### config.mk
export PLATFORM = sky130hd
export DESIGN_NAME = hd44780_write_sink
export DESIGN_NICKNAME = d
export VERILOG_FILES = /design/src/rtl/hd44780_write_sink.sv
export SDC_FILE = /design/constraint.sdc
export NUM_CORES = 1
export LEC_CHECK = 0
export BUFFER_PORTS_ARGS = -buffer_cell sky130_fd_sc_hd__buf_2
export CAP_MARGIN = 20
export CORE_ASPECT_RATIO = 0.5
export CORE_MARGIN = 2
export CORE_UTILIZATION = 60
export CTS_BUF_LIST = sky130_fd_sc_hd__clkbuf_4 sky130_fd_sc_hd__clkbuf_8
export DETAILED_ROUTE_END_ITERATION = 7
export GPL_TIMING_DRIVEN = 0
export HOLD_SLACK_MARGIN = 0.1
export PLACE_DENSITY = 0.77
export REMOVE_ABC_BUFFERS = 1
export SLEW_MARGIN = 20
export SYNTH_ARGS = -nofsm -noshare
export SYNTH_HDL_FRONTEND = slang
export SYNTH_SLANG_ARGS = --single-unit
### constraint.sdc
create_clock -name clk4 -period 4.5 [get_ports clk4]
set_clock_uncertainty 0.15 [all_clocks]
set_input_delay 0.45 -clock clk4 [delete_from_list [all_inputs] [get_ports clk4]]
set_output_delay 0.45 -clock clk4 [all_outputs]
set_load 0.005 [all_outputs]
### src/rtl/hd44780_write_sink.sv
// HD44780-style 8-bit LCD write sink. The lcd_* bus is oversampled on clk4,
// and a transfer is decoded on each falling edge of the synchronised enable.
// The block keeps a 2x16 shadow copy of the visible DDRAM in a buffer that
// can be read back through a registered port.
module hd44780_write_sink #(
  parameter int CLEAR_CYCLES = 32,
  parameter int SYNC_STAGES  = 2
) (
  input  logic       clk4,
  input  logic       rst,
  input  logic       lcd_en,
  input  logic       lcd_rs,
  input  logic       lcd_rw,
  input  logic [7:0] lcd_data,
  input  logic [4:0] rd_addr,
  output logic [7:0] rd_data,
  output logic [6:0] cursor,
  output logic       disp_on,
  output logic       entry_inc,
  output logic       two_line,
  output logic       busy,
  output logic       wr_pulse,
  output logic       line2_done,
  output logic       err_overrun,
  output logic       err_rw,
  output logic       err_addr
);

  localparam int CW = $clog2(CLEAR_CYCLES) + 1;

  typedef enum logic [0:0] {ST_IDLE = 1'b0, ST_CLEAR = 1'b1} state_t;

  // One cursor step, including the 0x27/0x40 and 0x67/0x00 line wraps.
  function automatic logic [6:0] step_cursor(input logic [6:0] cur, input logic inc);
    logic [6:0] res;
    if (inc) begin
      if (cur == 7'h27)      res = 7'h40;
      else if (cur == 7'h67) res = 7'h00;
      else                   res = cur + 7'd1;
    end else begin
      if (cur == 7'h00)      res = 7'h67;
      else if (cur == 7'h40) res = 7'h27;
      else                   res = cur - 7'd1;
    end
    return res;
  endfunction

  // Each synchroniser stage holds {en, rs, rw, data[7:0]}.
  logic [10:0]   sync_r [SYNC_STAGES];
  logic [10:0]   prev_r;
  logic [7:0]    buf_r [32];
  state_t        state_r, state_nx;
  logic [CW-1:0] cnt_r, cnt_nx;
  logic [6:0]    cursor_r, cursor_nx;
  logic          entry_r, entry_nx, disp_r, disp_nx, two_r, two_nx;
  logic          busy_r, wr_pulse_r, wr_pulse_nx, line2_r, line2_nx;
  logic          err_ov_r, err_ov_nx, err_rw_r, err_rw_nx, err_addr_r, err_addr_nx;
  logic [7:0]    rd_data_r;
  logic          wr_en_s;
  logic [4:0]    wr_idx_s;
  logic [7:0]    wr_val_s;
  logic          strobe_s, rs_d_s, rw_d_s;
  logic [7:0]    data_d_s;

  // The last synchroniser stage is compared with its value one cycle earlier.
  assign strobe_s = prev_r[10] & ~sync_r[SYNC_STAGES-1][10];
  assign rs_d_s   = prev_r[9];
  assign rw_d_s   = prev_r[8];
  assign data_d_s = prev_r[7:0];

  // Synchronise the bus and keep one extra cycle of history for edge detection.
  always_ff @(posedge clk4 or negedge rst) begin
    if (!rst) begin
      for (int i = 0; i < SYNC_STAGES; i++) sync_r[i] <= 11'd0;
      prev_r <= 11'd0;
    end else begin
      sync_r[0] <= {lcd_en, lcd_rs, lcd_rw, lcd_data};
      for (int i = 1; i < SYNC_STAGES; i++) sync_r[i] <= sync_r[i-1];
      prev_r <= sync_r[SYNC_STAGES-1];
    end
  end

  // Strobe decode, clear sequencing and next-state selection.
  always_comb begin
    state_nx    = state_r;
    cnt_nx      = cnt_r;
    cursor_nx   = cursor_r;
    entry_nx    = entry_r;
    disp_nx     = disp_r;
    two_nx      = two_r;
    wr_pulse_nx = 1'b0;
    line2_nx    = 1'b0;
    err_ov_nx   = err_ov_r;
    err_rw_nx   = err_rw_r;
    err_addr_nx = err_addr_r;
    wr_en_s     = 1'b0;
    wr_idx_s    = 5'd0;
    wr_val_s    = 8'h20;
    case (state_r)
      ST_IDLE: begin
        if (strobe_s) begin
          if (rw_d_s) begin
            err_rw_nx = 1'b1;
          end else if (rs_d_s) begin
            wr_pulse_nx = 1'b1;
            line2_nx    = (cursor_r == 7'h4F);
            wr_val_s    = data_d_s;
            if (cursor_r[6:4] == 3'b000) begin
              wr_en_s  = 1'b1;
              wr_idx_s = {1'b0, cursor_r[3:0]};
            end else if (cursor_r[6:4] == 3'b100) begin
              wr_en_s  = 1'b1;
              wr_idx_s = {1'b1, cursor_r[3:0]};
            end else begin
              err_addr_nx = 1'b1;
            end
            cursor_nx = step_cursor(cursor_r, entry_r);
          end else begin
            casez (data_d_s)
              8'b1???????: cursor_nx = data_d_s[6:0];
              8'b01??????: cursor_nx = cursor_r;
              8'b001?????: two_nx = data_d_s[3];
              8'b0001????: begin
                if (!data_d_s[3]) cursor_nx = step_cursor(cursor_r, data_d_s[2]);
                else              cursor_nx = cursor_r;
              end
              8'b00001???: disp_nx = data_d_s[2];
              8'b000001??: entry_nx = data_d_s[1];
              8'b0000001?: cursor_nx = 7'h00;
              8'b00000001: begin
                state_nx  = ST_CLEAR;
                cnt_nx    = '0;
                cursor_nx = 7'h00;
                entry_nx  = 1'b1;
              end
              default: cursor_nx = cursor_r;
            endcase
          end
        end else begin
          cursor_nx = cursor_r;
        end
      end
      ST_CLEAR: begin
        if (strobe_s) begin
          err_ov_nx = 1'b1;
          if (rw_d_s) err_rw_nx = 1'b1;
          else        err_rw_nx = err_rw_r;
        end else begin
          err_ov_nx = err_ov_r;
        end
        if (cnt_r < CW'(32)) begin
          wr_en_s  = 1'b1;
          wr_idx_s = cnt_r[4:0];
        end else begin
          wr_en_s = 1'b0;
        end
        cnt_nx = cnt_r + CW'(1);
        if (cnt_r == CW'(CLEAR_CYCLES - 1)) state_nx = ST_IDLE;
        else                                state_nx = ST_CLEAR;
      end
      default: state_nx = ST_IDLE;
    endcase
  end

  // Control and status registers.
  always_ff @(posedge clk4 or negedge rst) begin
    if (!rst) begin
      state_r    <= ST_IDLE;
      cnt_r      <= '0;
      cursor_r   <= 7'h00;
      entry_r    <= 1'b1;
      disp_r     <= 1'b0;
      two_r      <= 1'b0;
      busy_r     <= 1'b0;
      wr_pulse_r <= 1'b0;
      line2_r    <= 1'b0;
      err_ov_r   <= 1'b0;
      err_rw_r   <= 1'b0;
      err_addr_r <= 1'b0;
    end else begin
      state_r    <= state_nx;
      cnt_r      <= cnt_nx;
      cursor_r   <= cursor_nx;
      entry_r    <= entry_nx;
      disp_r     <= disp_nx;
      two_r      <= two_nx;
      busy_r     <= (state_nx == ST_CLEAR);
      wr_pulse_r <= wr_pulse_nx;
      line2_r    <= line2_nx;
      err_ov_r   <= err_ov_nx;
      err_rw_r   <= err_rw_nx;
      err_addr_r <= err_addr_nx;
    end
  end

  // Shadow buffer: one write per cycle, from either a data write or the clear sweep.
  always_ff @(posedge clk4 or negedge rst) begin
    if (!rst) begin
      for (int i = 0; i < 32; i++) buf_r[i] <= 8'h20;
    end else if (wr_en_s) begin
      buf_r[wr_idx_s] <= wr_val_s;
    end
  end

  // Registered read port. A write on the same edge is not visible until the next read.
  always_ff @(posedge clk4 or negedge rst) begin
    if (!rst) rd_data_r <= 8'h20;
    else      rd_data_r <= buf_r[rd_addr];
  end

  assign rd_data     = rd_data_r;
  assign cursor      = cursor_r;
  assign disp_on     = disp_r;
  assign entry_inc   = entry_r;
  assign two_line    = two_r;
  assign busy        = busy_r;
  assign wr_pulse    = wr_pulse_r;
  assign line2_done  = line2_r;
  assign err_overrun = err_ov_r;
  assign err_rw      = err_rw_r;
  assign err_addr    = err_addr_r;

endmodule
==> reports/qor.yml, run 1 <==
clocking:
  htree_num_levels: 2
  worstSkewPairLatency_ns: 0.58
  cts_resized: 0
  clock-root-buffer: "clkbuf_8"
  cts_buffers: 44
  cts.reportedPaths.clkPinSlew_ns: 0.07
  tritoncts: "done"
  clk_path_buf_depth: 3
  clkSinkCount: 319
  cts_setup_buffers: 0
synth:
  synth_top_cells_by_area: "dfrtp_1 48%, mux2_2 20%, mux4_2 12%"
  ys_ff_latch: 319
  synth.distinct_cells: 72
  synthDominantCellAreaShare: 0.483
  yosysWarnings: 0
  synth.avg_cell_area_um2: 15.1
  yosysMostFrequentCell: "dfrtp_1"
  synth-async-reset-ratio: 1.00
  synth_commonest_cells: "285 x dfrtp_1, 261 x mux2_2, 80 x mux4_2"
  syn-cell-area_um2: 14800
  synth_flop_cell: "dfrtp_1"
  netlist_instances: 978
  ys_seq_area_frac: 0.544
  synth-edff-count: 0
  yosys.area.top_type: "dfrtp_1"
detailed_routing:
  routed_via_density: 6.24
  drc: 0
  drtIter0Drc: 768
  drt-total-wl_um: 32200
  vias: 8586
  dr.pass1.iters: 5
  wl_per_cell_um: 23.4
  ant_nets: 0
timing:
  rsz0062_at_grt: "false"
  post-route-min-period_ns: 3.70
  finalMaxSlewViolations: 0
  holdWs_ns: 0.171
  fmax_mhz: 271
  tightest_slew_ns: 0.973
  setup_viol_count_final: 0
  finalHoldViolCount: 0
  period_share: 0.821
  timing.slew.headroom: 0.350
critical_path:
  crit_path_cell_trace: "nor4b_4 > a21boi_1 > nor3_1 > nor2b_1 > mux2_2"
  cpPeakStageDelay_ns: 0.83
  cp.required_ns: 4.80
  crit_path_end_kind: "flip-flop"
  arrival_ns: 4.00
  crit_family: "simple AND/OR/NAND/NOR gates"
  path_buf_inv: 0
  crit_fanout: 19
  path_class: "reg -> reg"
  start_kind: "flip-flop"
  cp_slowest_cell: "nor2b_1"
floorplanning:
  rows: 40
  start_util: 0.613
  die_h_um: 115
  die_w_um: 226
  ios: 42
  die_area_um2: 26000
  core_um2: 24100
pwr:
  power_mw: 5.83
  p_per_area_nw_per_um2: 357
  leakagePower_nw: 7.62
  peakVddDrop_v: 0.000266
cells_and_area:
  final_layout_size_suffix_gt1_frac: 0.526
  nets: 1027
  post-route-util: 0.678
  n_fill_cell: 1662
  fin_cells: 1376
  syn2layout_area_growth_pct: 10.6
  seqCellArea_um2: 8030
  multi_input_area_um2: 6360
place:
  place.port_buffers: 41
  hpwlAfterDp_um: 20600
  place_inst: 1284
  gp_congestion: 0.878
global_route:
  use_met3: 0.0580
  grt_pass1_wl_um: 51200
  first_global_vias: 9021
  grtUsageMet2: 0.415
  met1_usage: 0.378
  top_usage_layer: "met2"
  grt_max_degree: 101
  grt_antenna_before_repair: 0
  gr-usage-all-layers: 0.265
  overflow: 0
min_path:
  hp-class: "reg -> reg"
status:
  status: "completed"
flow_run:
  maxCapViolCount: 0
-- flip-flops by register name, summed over array words and instances, names as in the netlist --
name / flops
entry_inc: 1
busy: 1
wr_pulse: 1
cursor: 7
buf_r: 256
cnt_r: 6
prev_r: 11
rd_data: 8
line2_done: 1
err_rw: 1
two_line: 1
disp_on: 1
err_overrun: 1
sync_r: 22
err_addr: 1
-- through the flow --
stage | area [um^2] | worst slack, ns | setup TNS [ns]
6_report | 16300 | 0.805 | 0
5_1_grt | 16300 | 0.633 | 0
3_5_place_dp | 15300 | 0.812 | 0
4_1_cts | 16300 | 0.802 | 0
3_3_place_gp | 15000 | -2.70 | -793.68
2_1_floorplan | 14400 | 1.46 | 0
-- metal layers --
metal | wire length (um) | share of wire | up-vias
met4 | 781 | 0.024 | 0
met2 | 15100 | 0.47 | 272
li1 | - | - | 3708
met1 | 14200 | 0.44 | 4553
met5 | 0 | 0 | -
met3 | 2100 | 0.065 | 53
-- cell usage in the layout, fill, tap and decap left out, types with 6 or more instances in the layout --
cell type      synthesis  layout
a21oi_1               13      13
buf_2                 13      38
buf_4                  1       6
clkbuf_4               0      18
clkbuf_8               0      56
dfrtp_1              285     285
dfstp_2               34      34
dlygate4sd3_1          0      12
inv_1                  9       9
mux2_1                 6       6
mux2_2               261     261
mux4_2                80      80
nand2_1               12      12
nand2b_1               7       7
nand3_1                8       8
nand3b_1               6       6
nor2_1                23      23
nor2_2                 9       9
nor2b_1                7       7
nor3_1                10       8
o21ai_0               12      12
or2_2                  6       6
-- cells by family after synthesis --
kind of cell    Yosys count  share of synthesized area
compound gates           73                     0.0361
simple gates            136                     0.0602
fa+ha+maj                 3                    0.00254
xor+xnor                  9                    0.00534
buf+inv                  91                     0.0265
flops                   319                      0.544
mux                     347                      0.326
-- cell type report --
| type | count | share of cell area |
|---|---|---|
| antenna | 1 | 0.000153 |
| clock buffer | 74 | 0.0555 |
| clock inverter | 5 | 0.00306 |
| inverter | 9 | 0.00207 |
| multi-input combinational | 568 | 0.390 |
| sequential | 319 | 0.491 |
| tap | 336 | 0.0257 |
| timing repair buffer | 64 | 0.0325 |
-- path summary, 6_finish.rpt --
path / depth (start not counted) / endpoint / slack [ns] / startpoint
min: 0 / sync_r[8] / 0.17 / sync_r[19]
max: 5 / buf_r[209] / 0.80 / busy
min in group asynchronous: 2 / prev_r[2] / 0.20 / rst
max reg2reg: 5 / buf_r[209] / 0.80 / busy
min reg2reg: 0 / sync_r[8] / 0.17 / sync_r[19]
max in group asynchronous: 4 / buf_r[237] / 2.77 / rst
-- timing repair --
item,CTS,global route
endpoints found under the setup margin,0,0
hold buffers,12,0
endpoints found under the hold margin,214,0
-- power breakdown --
group,switching [mW],leakage [nW],internal [mW]
logic,0.228,2.87,0.175
registers,0.0990,4.23,2.93
clock network,1.07,0.515,1.32
Note: power is estimated with default switching activity, not from simulation.
==> run 2, diff against run 1 <==
- clock period: 4.5 -> 3.5 ns (I/O delays scaled with it)
==> reports/qor.yml, run 2 (synthesized netlist as in run 1, its figures left out) <==
pwr:
  p_per_area_nw_per_um2: 458  # +28%
  leakagePower_nw: 7.65  # +0.36%
  peakVddDrop_v: 0.000346  # +30%
critical_path:
  arrival_ns: 3.70  # -0.30 ns
  crit_fanout: 19  # unchanged
  r2r-end: "buf_r[212]"
  path_class: "reg -> reg"
  start_kind: "flip-flop"
  rrSetupSlack_ns: 0.10  # -0.70 ns
  r2r_start: "busy"
  cpPeakStageDelay_ns: 0.77  # -0.06 ns
  crit_path_end_kind: "flip-flop"
  crit_path_cell_trace: "or4b_4 > nor3_1 > a221o_1 > nor2b_2 > mux2_1"
  r2r_cells: 5  # unchanged
  cp_slowest_cell: "or4b_4"
  cp.required_ns: 3.80  # -1.00 ns
timing:
  timing.slew.headroom: 0.400  # +0.0505
  finalMaxSlewViolations: 0  # unchanged
  post-route-min-period_ns: 3.40  # -0.295 ns
  rsz0062_at_grt: "false"
  period_share: 0.971  # +0.150
  timing.final.ws_setup_ns: 0.100  # -0.705 ns
  finalHoldViolCount: 0  # unchanged
  tightest_slew_ns: 0.895  # -0.0786 ns
  setup_viol_count_final: 0  # unchanged
  fmax_mhz: 294  # +8.7%
floorplanning:
  ios: 42  # unchanged
  start_util: 0.613  # unchanged
  die_w_um: 226  # unchanged
  die_h_um: 115  # unchanged
  rows: 40  # unchanged
  die_area_um2: 26000  # unchanged
  core_um2: 24100  # unchanged
global_route:
  grt_pass1_wl_um: 51500  # +0.58%
  grt_antenna_before_repair: 0  # unchanged
  first_global_vias: 9114  # +1.0%
  gr-usage-all-layers: 0.267  # +0.00181
  grt_max_degree: 101  # unchanged
  overflow: 0  # unchanged
detailed_routing:
  routed_via_density: 6.28  # +0.71%
  drtIter0Drc: 751  # -2.2%
  drt-total-wl_um: 32500  # +1.1%
  wl_per_cell_um: 23.6  # +0.75%
  drc: 0  # unchanged
  dr.pass1.iters: 8  # +3
  vias: 8678  # +1.1%
  ant_nets: 0  # unchanged
cells_and_area:
  largest_reg_flops: 256  # unchanged
  final_cell_mix: "284 x dfrtp_1, 261 x mux2_2, 80 x mux4_2"
  post-route-util: 0.681  # +0.00276
  regMostFlops: "buf_r"
  final_common_cell: "dfrtp_1"
  reg_top3: "buf_r: 256 flops, sync_r: 22 flops, prev_r: 11 flops"
  n_fill_cell: 1640  # -1.3%
  nets: 1032  # +0.49%
  final_layout_size_suffix_gt1_frac: 0.531  # +0.00515
  syn2layout_area_growth_pct: 11.1
  fin_cells: 1381  # +0.36%
place:
  hpwlAfterDp_um: 20600  # unchanged
  gp_congestion: 0.878  # unchanged
  place_inst: 1284  # unchanged
  pre_cts_ws_ns: -0.188  # -1.00 ns
  place.port_buffers: 41  # unchanged
clocking:
  tritoncts: "done"
  worstSkewPairLatency_ns: 0.57  # about the same
  cts.reportedPaths.clkPinSlew_ns: 0.07  # about the same
  cts_buffers: 44  # unchanged
  clock-root-buffer: "clkbuf_8"
  clk_path_buf_depth: 3  # unchanged
  htree_num_levels: 2  # unchanged
  clkSinkCount: 319  # unchanged
min_path:
  hold_start: "sync_r[19]"
  hold_path_end: "sync_r[8]"
  worstHoldPathCells: 0  # unchanged
  hp-class: "reg -> reg"
status:
  status: "completed"
flow_run:
  maxCapViolCount: 0  # unchanged
## run 2: changes by cell type in the layout (fill, tap and decap cells not counted)
cell,delta
dfrtp_2,+1
dlygate4sd3_1,+2
nor2b_2,+3
dfrtp_1,-1
nor2_2,+1
nor2_1,-1
nor2b_1,-3
buf_4,+2
buf_12,+1
## run 2: metal layers
metal / share of wire / GRT usage / wire, um / vias to the layer above
li1: - / - / - / 3723
met2: 0.47 / 0.421 / 15200 / 289
met3: 0.067 / 0.0583 / 2190 / 52
met4: 0.024 / 0.0834 / 785 / 0
met5: 0 / 0 / 0 / -
met1: 0.44 / 0.378 / 14300 / 4614
## run 2: repair_timing
action / in CTS / in global routing
pin swaps: 0 / 1
resized for setup: 4 / 1
endpoints found under the hold margin: 222 / 0
hold buffers: 15 / 0
endpoints found under the setup margin: 31 / 106
setup buffers: 0 / 2
## run 2: worst max path at each step
stage | start | to | slack, ns | cells past startpoint
2_1_floorplan | busy | buf_r[107] | 0.46 | 3
3_3_place_gp | rst | buf_r[158] | -3.60 | 1
3_5_place_dp | busy | buf_r[209] | -0.19 | 5
4_1_cts | busy | buf_r[209] | 0.06 | 5
5_1_grt | busy | buf_r[214] | 0.02 | 5
6_report | busy | buf_r[212] | 0.10 | 5
## run 2: metrics by stage
| step | area, um^2 | hold slack (ns) | TNS, ns | total power, mW |
|---|---|---|---|---|
| after global routing | 16400 | 0.192 | 0 | 7.78 |
| final | 16400 | 0.173 | 0 | 7.51 |
| after floorplan | 14400 | -0.0956 | 0 | 4.20 |
| after global placement | 15000 | 0.182 | -1167.92 | 4.43 |
| after detailed placement | 15300 | 0.113 | -3.10 | 4.47 |
| after CTS | 16400 | 0.172 | 0 | 7.56 |
## run 2: critical path: cells and delay by family, from the launching register on
kind | cells | cell delay (ns)
AO/OA/AOI/OAI | 1 | 0.68
multiplexers | 1 | 0.38
AND/OR/NAND/NOR | 3 | 1.45
flip-flops | 1 | 0.60
## run 2: layout make-up
cell class,count,area [um^2],area share
diodes,1,2.50,0.000153
clock buffers,74,906,0.0552
clock inverters,5,50.0,0.00305
inverters,9,33.8,0.00206
multi-input cells,568,6370,0.389
flip-flops and latches,319,8030,0.489
well taps,336,420,0.0256
repair buffers,69,586,0.0357
## run 2: where the power goes
part	internal [mW]	total (mW)	switching (mW)	leakage, nW
sequential	3.77	3.90	0.129	4.23
combinational	0.230	0.528	0.297	2.90
clock	1.70	3.08	1.38	0.515
==> run 3, diff against run 2 <==
- CORE_ASPECT_RATIO: 0.5 -> 1.5
==> reports/qor.yml, run 3 (synthesized netlist as in run 1, its figures left out) <==
cells_and_area:
  reg_top3: "buf_r: 256 flops, sync_r: 22 flops, prev_r: 11 flops"
  final_cell_mix: "285 x dfrtp_1, 261 x mux2_2, 80 x mux4_2"
  final_layout_size_suffix_gt1_frac: 0.532  # +0.00173
  final_common_cell: "dfrtp_1"
  post-route-util: 0.678  # -0.00341
  regMostFlops: "buf_r"
  n_antenna_cell: 0  # -1
  final_area_um2: 16400  # +0.28%
  nets: 1033  # +0.097%
  largest_reg_flops: 256  # unchanged
  syn2layout_area_growth_pct: 11.4
  fin_cells: 1374  # -0.51%
detailed_routing:
  routed_via_density: 6.14  # -2.3%
  wl_per_cell_um: 22.3  # -5.4%
  dr.pass1.iters: 6  # -2
  drt-total-wl_um: 30600  # -5.9%
  drtIter0Drc: 709  # -5.6%
  vias: 8438  # -2.8%
  ant_nets: 0  # unchanged
  drc: 0  # unchanged
min_path:
  hold_path_end: "sync_r[4]"
  hp-class: "reg -> reg"
  worstHoldPathCells: 0  # unchanged
  hold_start: "sync_r[15]"
critical_path:
  arrival_ns: 3.72  # +0.02 ns
  crit_path_cell_trace: "or4b_4 > nor3_1 > a221o_1 > nor2b_2 > mux2_1"
  r2r_start: "busy"
  r2r_cells: 5  # unchanged
  cpPeakStageDelay_ns: 0.77  # about the same
  cp.required_ns: 3.81  # about the same
  cp_slowest_cell: "or4b_4"
  crit_family: "simple AND/OR/NAND/NOR gates"
  crit_fanout: 19  # unchanged
  start_kind: "flip-flop"
  path_buf_inv: 0  # unchanged
  crit_path_end_kind: "flip-flop"
  path_class: "reg -> reg"
  r2r-end: "buf_r[214]"
  rrSetupSlack_ns: 0.1  # about the same
flow_run:
  maxCapViolCount: 0  # unchanged
place:
  pre_cts_ws_ns: -0.176  # +0.0114 ns
  gp_congestion: 0.932  # +6.1%
  place.port_buffers: 41  # unchanged
  dpl-instance-area_um2: 15200  # -0.18%
  hpwlAfterDp_um: 20100  # -2.5%
  place_inst: 1271  # -1.0%
clocking:
  clock-root-buffer: "clkbuf_8"
  worstSkewPairLatency_ns: 0.58  # about the same
  cts.reportedPaths.clkPinSlew_ns: 0.07  # about the same
  clkSinkCount: 319  # unchanged
  clk_path_buf_depth: 3  # unchanged
  htree_num_levels: 2  # unchanged
  tritoncts: "done"
  cts_buffers: 47  # +6.8%
timing:
  holdWs_ns: 0.195  # +0.0223 ns
  post-route-min-period_ns: 3.40  # +0.00261 ns
  timing.slew.headroom: 0.478  # +0.0779
  period_share: 0.972  # about the same
  tightest_slew_ns: 0.780  # -0.115 ns
  rsz0062_at_grt: "false"
  timing.final.ws_setup_ns: 0.0975  # -0.00261 ns
  setup_viol_count_final: 0  # unchanged
  fmax_mhz: 294  # about the same
  finalMaxSlewViolations: 0  # unchanged
  finalHoldViolCount: 0  # unchanged
floorplanning:
  die_w_um: 132  # -42%
  die_h_um: 196  # +71%
  ios: 42  # unchanged
  start_util: 0.609  # -0.00474
  die_area_um2: 25900  # -0.19%
  core_um2: 24300  # +0.78%
  rows: 70  # +75%
status:
  status: "completed"
global_route:
  grt_max_degree: 101  # unchanged
  first_global_vias: 9052  # -0.68%
  grt_pass1_wl_um: 50900  # -1.3%
  gr-usage-all-layers: 0.251  # -0.0151
  overflow: 0  # unchanged
  grt_antenna_before_repair: 0  # unchanged
pwr:
  leakagePower_nw: 7.68  # +0.38%
  p_per_area_nw_per_um2: 467  # +2.0%
  peakVddDrop_v: 0.000396  # +14%
-- run 3: cell count changes in the layout (fill, tap and decap cells not counted), sizes merged --
cell and delta:
clkbuf +1, buf -1, inv +1, clkinvlp +2, clkinv +4, diode -1, dlygate4sd3 -1
-- run 3: power breakdown --
group	internal [mW]	switching, mW
logic	0.227	0.291
registers	3.77	0.130
clock network	1.82	1.44
-- run 3: final cells by class --
| type | instances | area [um^2] |
|---|---|---|
| clock buffers | 75 | 957 |
| clock inverters | 12 | 97.6 |
| inverters | 9 | 33.8 |
| repair buffers | 67 | 553 |
| flip-flops and latches | 319 | 8030 |
| well taps | 324 | 405 |
| fillers | 1645 | 7820 |
| multi-input cells | 568 | 6370 |
-- run 3: repair_timing --
action,in CTS,in global routing
hold endpoints to repair,143,0
hold buffers,14,0
gates cloned,0,0
gates resized for setup,3,0
endpoints found under the setup margin,22,33
pin swaps,0,1
buffers inserted,0,2
-- run 3: per-stage QoR --
stage               setup TNS, ns  total power [mW]
floorplan                       0              4.20
global placement         -1233.46              4.45
detailed placement          -1.38              4.48
CTS                             0              7.74
global route                    0              7.99
finish                          0              7.68
-- run 3: worst max-delay path by stage --
stage	startpoint	endpoint	slack [ns]	cells past startpoint
floorplan	busy	buf_r[107]	0.46	3
global placement	rst	buf_r[246]	-3.86	1
detailed placement	busy	buf_r[209]	-0.18	5
CTS	busy	buf_r[209]	0.02	5
global route	busy	buf_r[214]	0.006	5
finish	busy	buf_r[214]	0.1	5
-- run 3: layer usage --
metal,GRT usage,wire [um]
met4,0.0962,918
met1,0.332,12800
met2,0.426,15900
met3,0.0375,998
met5,0,0
